**src/rtl/imm_extend_pipe_if.sv**
```systemverilog
// Handshake bundle for imm_extend_pipe: input immediate/mode stream and
// extended-immediate output stream with error status.
interface imm_extend_pipe_if #(
    parameter int DATA_W = 64,
    parameter int CNT_W  = 8
);
    logic              in_valid;
    logic              in_ready;
    logic [25:0]       Imm26;
    logic [2:0]        Ctrl;
    logic              out_valid;
    logic              out_ready;
    logic [DATA_W-1:0] BusImm;
    logic              out_err;
    logic [CNT_W-1:0]  err_count;

    modport master (
        output in_valid, Imm26, Ctrl, out_ready,
        input  in_ready, out_valid, BusImm, out_err, err_count
    );

    modport slave (
        input  in_valid, Imm26, Ctrl, out_ready,
        output in_ready, out_valid, BusImm, out_err, err_count
    );
endinterface

```
**src/rtl/imm_extend_pipe.sv**
```systemverilog
// Two-stage immediate extender (I/D/B/CB, optional MOVZ) with valid/ready flow.
// Define IMM_EXTEND_MOVZ_EN to enable Ctrl=100 (MOVZ); otherwise it is illegal.
module imm_extend_pipe #(
    parameter int DATA_W = 64,
    parameter int CNT_W  = 8
) (
    input logic          CLK,
    input logic          Reset,
    imm_extend_pipe_if.slave bus
);
    logic              s1_valid;
    logic [25:0]       s1_imm;
    logic [2:0]        s1_ctrl;
    logic              s2_valid;
    logic [DATA_W-1:0] s2_imm;
    logic              s2_err;
    logic [CNT_W-1:0]  err_cnt;

    logic              s2_free;
    logic              s1_adv;
    logic              in_fire;
    logic              out_fire;
    logic [63:0]       ext;
    logic              ext_err;

    assign s2_free  = !s2_valid || bus.out_ready;
    assign s1_adv   = s1_valid && s2_free;
    assign in_fire  = bus.in_valid && bus.in_ready;
    assign out_fire = s2_valid && bus.out_ready;

    assign bus.in_ready  = !Reset && (!s1_valid || s1_adv);
    assign bus.out_valid = s2_valid;
    assign bus.BusImm    = s2_imm;
    assign bus.out_err   = s2_err;
    assign bus.err_count = err_cnt;

    // Extension is computed at full 64 bits; a 32-bit build keeps the low half.
    always_comb begin
        ext     = '0;
        ext_err = 1'b0;
        unique case (s1_ctrl)
            3'b000: ext = {52'd0, s1_imm[21:10]};
            3'b001: ext = {{55{s1_imm[20]}}, s1_imm[20:12]};
            3'b010: ext = {{36{s1_imm[25]}}, s1_imm, 2'b00};
            3'b011: ext = {{43{s1_imm[23]}}, s1_imm[23:5], 2'b00};
            3'b100: begin
`ifdef IMM_EXTEND_MOVZ_EN
                if (DATA_W == 32 && s1_imm[22]) begin
                    ext_err = 1'b1;
                end else begin
                    ext = {48'd0, s1_imm[20:5]} << {s1_imm[22:21], 4'd0};
                end
`else
                ext_err = 1'b1;
`endif
            end
            default: ext_err = 1'b1;
        endcase
    end

    always_ff @(posedge CLK) begin
        if (Reset) begin
            s1_valid <= 1'b0;
            s1_imm   <= '0;
            s1_ctrl  <= '0;
        end else if (in_fire) begin
            s1_valid <= 1'b1;
            s1_imm   <= bus.Imm26;
            s1_ctrl  <= bus.Ctrl;
        end else if (s1_adv) begin
            s1_valid <= 1'b0;
        end
    end

    // Output registers only move when empty or delivering, so a stall holds them.
    always_ff @(posedge CLK) begin
        if (Reset) begin
            s2_valid <= 1'b0;
            s2_imm   <= '0;
            s2_err   <= 1'b0;
        end else if (s2_free) begin
            s2_valid <= s1_valid;
            if (s1_valid) begin
                s2_imm <= ext[DATA_W-1:0];
                s2_err <= ext_err;
            end
        end
    end

    always_ff @(posedge CLK) begin
        if (Reset) begin
            err_cnt <= '0;
        end else if (out_fire && s2_err && err_cnt != '1) begin
            err_cnt <= err_cnt + 1'b1;
        end
    end
endmodule

```
**src/flat_wrapper.sv**
```systemverilog
// flat-port wrapper written by rule: the top's interface ports become plain ports
module imm_extend_pipe_flat 
#(
    parameter int DATA_W = 64,
    parameter int CNT_W  = 8
)
  (CLK, Reset, bus_in_valid, bus_Imm26, bus_Ctrl, bus_out_ready, bus_in_ready, bus_out_valid, bus_BusImm, bus_out_err, bus_err_count);
  imm_extend_pipe_if #(.DATA_W(DATA_W), .CNT_W(CNT_W)) bus_i ();
  input logic CLK;
  input logic Reset;
  input wire logic [$bits(bus_i.in_valid)-1:0] bus_in_valid;
  input wire logic [$bits(bus_i.Imm26)-1:0] bus_Imm26;
  input wire logic [$bits(bus_i.Ctrl)-1:0] bus_Ctrl;
  input wire logic [$bits(bus_i.out_ready)-1:0] bus_out_ready;
  output wire logic [$bits(bus_i.in_ready)-1:0] bus_in_ready;
  output wire logic [$bits(bus_i.out_valid)-1:0] bus_out_valid;
  output wire logic [$bits(bus_i.BusImm)-1:0] bus_BusImm;
  output wire logic [$bits(bus_i.out_err)-1:0] bus_out_err;
  output wire logic [$bits(bus_i.err_count)-1:0] bus_err_count;
  assign bus_i.in_valid = bus_in_valid;
  assign bus_i.Imm26 = bus_Imm26;
  assign bus_i.Ctrl = bus_Ctrl;
  assign bus_i.out_ready = bus_out_ready;
  assign bus_in_ready = bus_i.in_ready;
  assign bus_out_valid = bus_i.out_valid;
  assign bus_BusImm = bus_i.BusImm;
  assign bus_out_err = bus_i.out_err;
  assign bus_err_count = bus_i.err_count;
  imm_extend_pipe #(.DATA_W(DATA_W), .CNT_W(CNT_W)) u_core (.CLK(CLK), .Reset(Reset), .bus(bus_i));
endmodule
```
**config.mk**
```make
export PLATFORM = sky130hd
export DESIGN_NAME = imm_extend_pipe_flat
export DESIGN_NICKNAME = d
export VERILOG_FILES = /design/src/rtl/imm_extend_pipe_if.sv /design/src/rtl/imm_extend_pipe.sv /design/src/flat_wrapper.sv
export SDC_FILE = /design/constraint.sdc
export NUM_CORES = 1
export LEC_CHECK = 0
export CAP_MARGIN = 20
export CORE_MARGIN = 4
export CORE_UTILIZATION = 54
export CTS_CLUSTER_SIZE = 25
export DETAILED_ROUTE_END_ITERATION = 10
export DONT_BUFFER_PORTS = 1
export PLACE_DENSITY = 0.77
export SLEW_MARGIN = 0
export SYNTH_ARGS = -nofsm -noshare
export SYNTH_HDL_FRONTEND = slang
export SYNTH_SLANG_ARGS = --single-unit
```
**constraint.sdc**
```tcl
create_clock -name CLK -period 2.1 [get_ports CLK]
set_input_delay 0.21 -clock CLK [delete_from_list [all_inputs] [get_ports CLK]]
set_output_delay 0.21 -clock CLK [all_outputs]
set_load 0.02 [all_outputs]
```
-- Word level (Yosys, flattened, before mapping)
Index checks and enable logic that the tools add are counted.
- logic and storage cells: 31
- bits of input ports: 33
- output and inout bits: 75
- register bits: 104
- equality and inequality tests: 4
- reductions and logical operators: 15
- muxes and demuxes: 4
- $add $sub $neg: 1
- operators with widths (operator ; count):
    $pmux 64 s4 ; 1
    $add 8x1->8 const B ; 1
    $ne 8x8->1 const B ; 1
    $eq 3x2->1 const B ; 2
    $logic_and 1x1->1 ; 6
    $reduce_or 4->1 ; 1
    $eq 3x1->1 const B ; 1
    $logic_not 1->1 ; 3
    $logic_not 3->1 ; 1
    $mux 1 ; 3
    $logic_or 1x1->1 ; 2
    $reduce_and 2->1 ; 1
    $reduce_bool 2->1 ; 1

-- Logic depth before layout (Yosys ltp)
- word-level depth: 7
- gate-level depth with buffers: 7
- depth with buffers taken out: 5

-- Worst setup path after synthesis
OpenSTA, ideal clock, no wires.
- path kind: reg-to-reg
- start point: register u_core.err_cnt[0] (netlist: u_core.bus.err_count[0])
- end point: register u_core.err_cnt[7] (netlist: u_core.bus.err_count[7])
- arrival time: 1.425 ns
- slack: 0.554 ns
- setup time: 0.121 ns
- data required time: 1.979 ns
- stages on the path, launching flop included: 6
- cells stage by stage: dfxtp_1 -> ha_1 -> nand3_1 -> o211ai_1 -> nor3_1 -> mux2_2
- word-level cells in the longest chain between the ends: 2
- elaborated cells between the ends (all ways): 3
- classes of those cells: add/sub (1); eq/ne (1); reduce/logical (1)
- ends and longest elaborated chain (element ; line ; text):
    start, declared ; imm_extend_pipe.sv:17 ; logic [CNT_W-1:0] err_cnt;
    start signal, assigned ; imm_extend_pipe.sv:94 ; err_cnt <= err_cnt + 1'b1;
    branches (longest 2 deep; another with $add 8x1->8) ; -- ;
Several ways; the timed one is not identified.
A chain may end at the register's enable or synchronous reset.

-- Final worst setup path
- start point: register u_core.err_cnt[0] (netlist: u_core.bus.err_count[0])
- end point: register u_core.err_cnt[1] (netlist: u_core.bus.err_count[1])
Same word-level chain as after synthesis.

==> metrics list <==
* Count of endpoints failing setup in the final report: 0
- Yosys warning count: 0
* Share of the synthesized area in the top cell type: 41.07%
* Worst hold start: bus_Imm26[18]
- CTS tree: done
- Across all layers, the routed design uses between 2000 and 2500 vias.
* Starting density of the core: 55.65%
- Worst hold path type: input port to flop
* P per Cell Area: around 790 nW/um2
- Setup repair after global routing left no endpoint under its margin.
- The final hold violation count came to 0.
- In this run the register-to-register setup slack is 0.39 ns.
- For this run, the slowest stage of the critical path takes approximately 0.50 ns.
- After clock tree synthesis, the clock-pin slew on the worst setup and hold paths is 0.07 ns.
- Relative to the synthesized area, the layout overhead comes to 8.569%.
* Routed length per placed instance: roughly 16 um
* Peak supply drop: 0.0004650 V
* Number of gates resized after CTS: 0
- The flow ran to the end, and the final reports show no timing, DRC or antenna violations.
- The smallest clock period supported by the final layout is computed as 1.711 ns.
- Cell Rows: 28
- Finished Layout Cells: 420
- Derived from the worst setup path, the maximum achievable clock frequency is 584.3 MHz.
- In this run, CTS created clock tree buffers numbering 9.
- Overall routed net length: roughly 6900 um
- Placed Instance Area: 3088 um2
* Worst path bufs/invs: 0
- Total area of sequential cells: 1365 um2
- First DRT Iteration DRCs: ~170
* DIE WIDTH: 86.35 um
* Pin count of the biggest net entering global routing: 59
* Register bit total from synthesis: 68
- Area of the placeable core: 5956 um2
* Max-Slew Margin vs Limit: between 40% and 50%
- In the post-route analysis, the smallest setup slack over all paths is 0.3886 ns.
- Hold Path Cell Cnt: 2
* Total power: 0.002826 W
- The clock drives 68 sinks.
- Walking the worst path, the cells encountered are ha_1, nand3_1, o21ai_0, mux2i_1, nor2_1.
* Largest cells by area after synthesis: dfxtp_1 41%, buf_4 8.6%, mux4_2 6.1%, o21ai_0 6.0%, nand2b_1 5.5%
- Net switching is 24.36% of the power.
- Of the total power, the clock network draws 39.5%.
- Critical register-to-register path startpoint: u_core.bus.err_count[0]
* Number of buffers on the longest clock path: 2
* CP Class: flop to flop
- Worst R2R End: u_core.bus.err_count[1]
* Sort of element at the start of the critical path: flop
* Net count after synthesis: roughly 390
- The number of setup buffers added after CTS is 0.
- Crit path required time: ~2.3 ns
- Hold repair after CTS inserted 30 buffers.
- Via count of the first global-routing pass: 2219
- The slowest stage of the critical path belongs to the cell dfxtp_1.
- The wire-length estimate of the detail-placed layout is 4603 um.
- Cell types with the highest counts after synthesis: 68 x dfxtp_1, 41 x nand2_1, 40 x o21ai_0
- After detailed routing, the number of remaining DRC violations is 0.
* Global-route wire length before repair: ~11000 um
- Total of buffers placed on input and output ports: 0
* Grt total ovfl: 0
- The worst path uses 81.49% of the clock period.
* Cell type contributing the most total cell area after synthesis: dfxtp_1
- The total count of max-transition violations in the final report was 0.
* EDFF count, synth: 0
- Count of fill cells added during filler insertion: 502
- The worst setup path is captured at a flop.
- Global routing consumed, over all layers together, approximately a fifth of the routing resources.
* Slew at the pin closest to its max-slew limit: around 0.84 ns
- Per report_power, the combinational group accounts for 10.1% of the total.
- Measured in cells, the most critical reg-to-reg path has a length of 5.
- Leakage power of the design: 1.313 nW
* Full die area: about 7500 um2
- Internal portion of total power: approximately 0.0021 W
- The netlist uses 40 different library cells.
- Antenna violations before repair: 0
- Max H-tree Level: 3
- Clock latency reported for the late side of the worst-skew pair: 0.34 ns
- Share of layout cells above drive strength 1: 11.01%
- Endpoint, Worst Hold: u_core.s1_imm[18]
- The analysis attributes to net switching a power of around 0.00069 W.
* Worst-path fanout max: 6
- The synthesized netlist occupies a cell area of between 3000 and 4000 um2.
- For the final routed database, the setup TNS stands at 0 ns.
* Sequential cell fraction of total power: between 50% and 60%
- The repair_antennas step left the layout with diodes totalling 0.
- Max-cap violation count: 0
- Cells after DPL: approximately 380
- With fillers left out, the area of the finished cells amounts to 3598 um2.
* Final net count: around 380
- A synthesized cell averages 9.336 um2.
* Synth Instances: about 360
* Ports placed on the boundary: between 100 and 150
* Final setup skew: 0.007757 ns
- After detailed routing, the number of vias per cell comes to 5.717.
- On the critical path the largest part of the delay comes from flip-flops.
- Share of flip-flops with an asynchronous set or reset after synthesis: 0%
- Cell with the most instances after synthesis: dfxtp_1
* Critical path arrival: ~1.9 ns
- Die extent in y: 86.35 um
- Timing analysis after detailed placement gives a worst setup slack of around 0.42 ns.
- Master cell of the clock root buffer: clkbuf_8
- Routability-driven placement congestion ratio: ~0.77
* Multi-input logic area: 1536 um2
- The first TritonRoute pass finished after 4 iterations.
- Number of routed nets with antenna violations: 0
* Commonest register cell after synthesis: dfxtp_1
- For this run, the register share of the synthesized area comes to between 40% and 50%.
-- power by group through the flow --
stage / sequential [W] / clock (W) / combinational, W
global route: 0.00143 / 0.00120 / 0.000314
detailed placement: 0.00145 / 0 / 0.000231
global placement: 0.00145 / 0 / 0.000228
CTS: 0.00142 / 0.00114 / 0.000283
floorplan: 0.00143 / 0 / 0.000236
finish: 0.00142 / 0.00112 / 0.000285
-- placed cells by master, fill, tap and decap left out, drive strengths merged, types with 3 or more instances in the layout --
| cell type | count |
|---|---|
| dfxtp | 68 |
| o21ai | 43 |
| nand2 | 41 |
| dlygate4sd3 | 30 |
| nand2b | 30 |
| nor2 | 21 |
| mux2i | 17 |
| a22o | 16 |
| clkbuf | 12 |
| mux4 | 9 |
| a22oi | 8 |
| buf | 7 |
| a21oi | 6 |
| xor2 | 5 |
| nand3b | 3 |
| nor2b | 3 |
-- state kept, by name, indices dropped and copies added, names as in the netlist --
| name | cells |
|---|---|
| u_core.bus.BusImm | 28 |
| u_core.s1_imm | 26 |
| u_core.bus.err_count | 8 |
| u_core.s1_ctrl | 3 |
| u_core.bus.out_err | 1 |
| u_core.bus.out_valid | 1 |
| u_core.s1_valid | 1 |
-- cell type report --
type / instances / area share (%)
clock buffers: 12 / 4.624
well taps: 75 / 2.608
inverters: 2 / 0.2086
repair buffers: 37 / 10.71
clock inverters: 3 / 1.217
flip-flops and latches: 68 / 37.93
multi-input cells: 223 / 42.70
-- stage by stage --
stage | hold WS [ns] | utilization (%)
detailed placement | 0.2865 | 51.85
floorplan | 0.3185 | -
global placement | 0.2825 | 51.85
CTS | 0.004436 | 60.42
global route | 0.02271 | 60.42
finish | 0.02448 | 60.42
-- logic make-up (layout without fill, tap and decap cells) --
kind of cell,count (synthesis),after routing,share of synthesized area (%)
adders and majority gates,1,1,0.3774
and+or+nand+nor,108,108,16.91
AOI/OAI and AO/OA,81,81,15.67
xor gates and xnor gates,6,6,1.585
muxes,27,27,11.59
buffers and inverters,64,54,12.80
DFF,68,68,41.07
-- worst max path at each step --
stage | to | slack [ns] | depth (start not counted) | start
final | u_core.bus.err_count[1] | 0.39 | 5 | u_core.bus.err_count[0]
after global routing | u_core.bus.err_count[1] | 0.24 | 5 | u_core.bus.err_count[0]
after CTS | u_core.bus.err_count[1] | 0.37 | 5 | u_core.bus.err_count[0]
after detailed placement | u_core.bus.err_count[1] | 0.42 | 5 | u_core.bus.err_count[0]
after global placement | u_core.bus.err_count[7] | 0.48 | 5 | u_core.bus.err_count[0]
after floorplan | u_core.bus.err_count[7] | 0.55 | 5 | u_core.bus.err_count[0]
-- per-layer routing --
metal / wire length [um] / up-vias / track usage [%]
li1: - / 1166 / -
met1: 3183 / 1130 / 26.77
met2: 3007 / 94 / 27.40
met3: 581 / 11 / 6.084
met4: 119 / 0 / 8.782
met5: 0 / - / 0
Note: power is estimated with default switching activity, not from simulation.
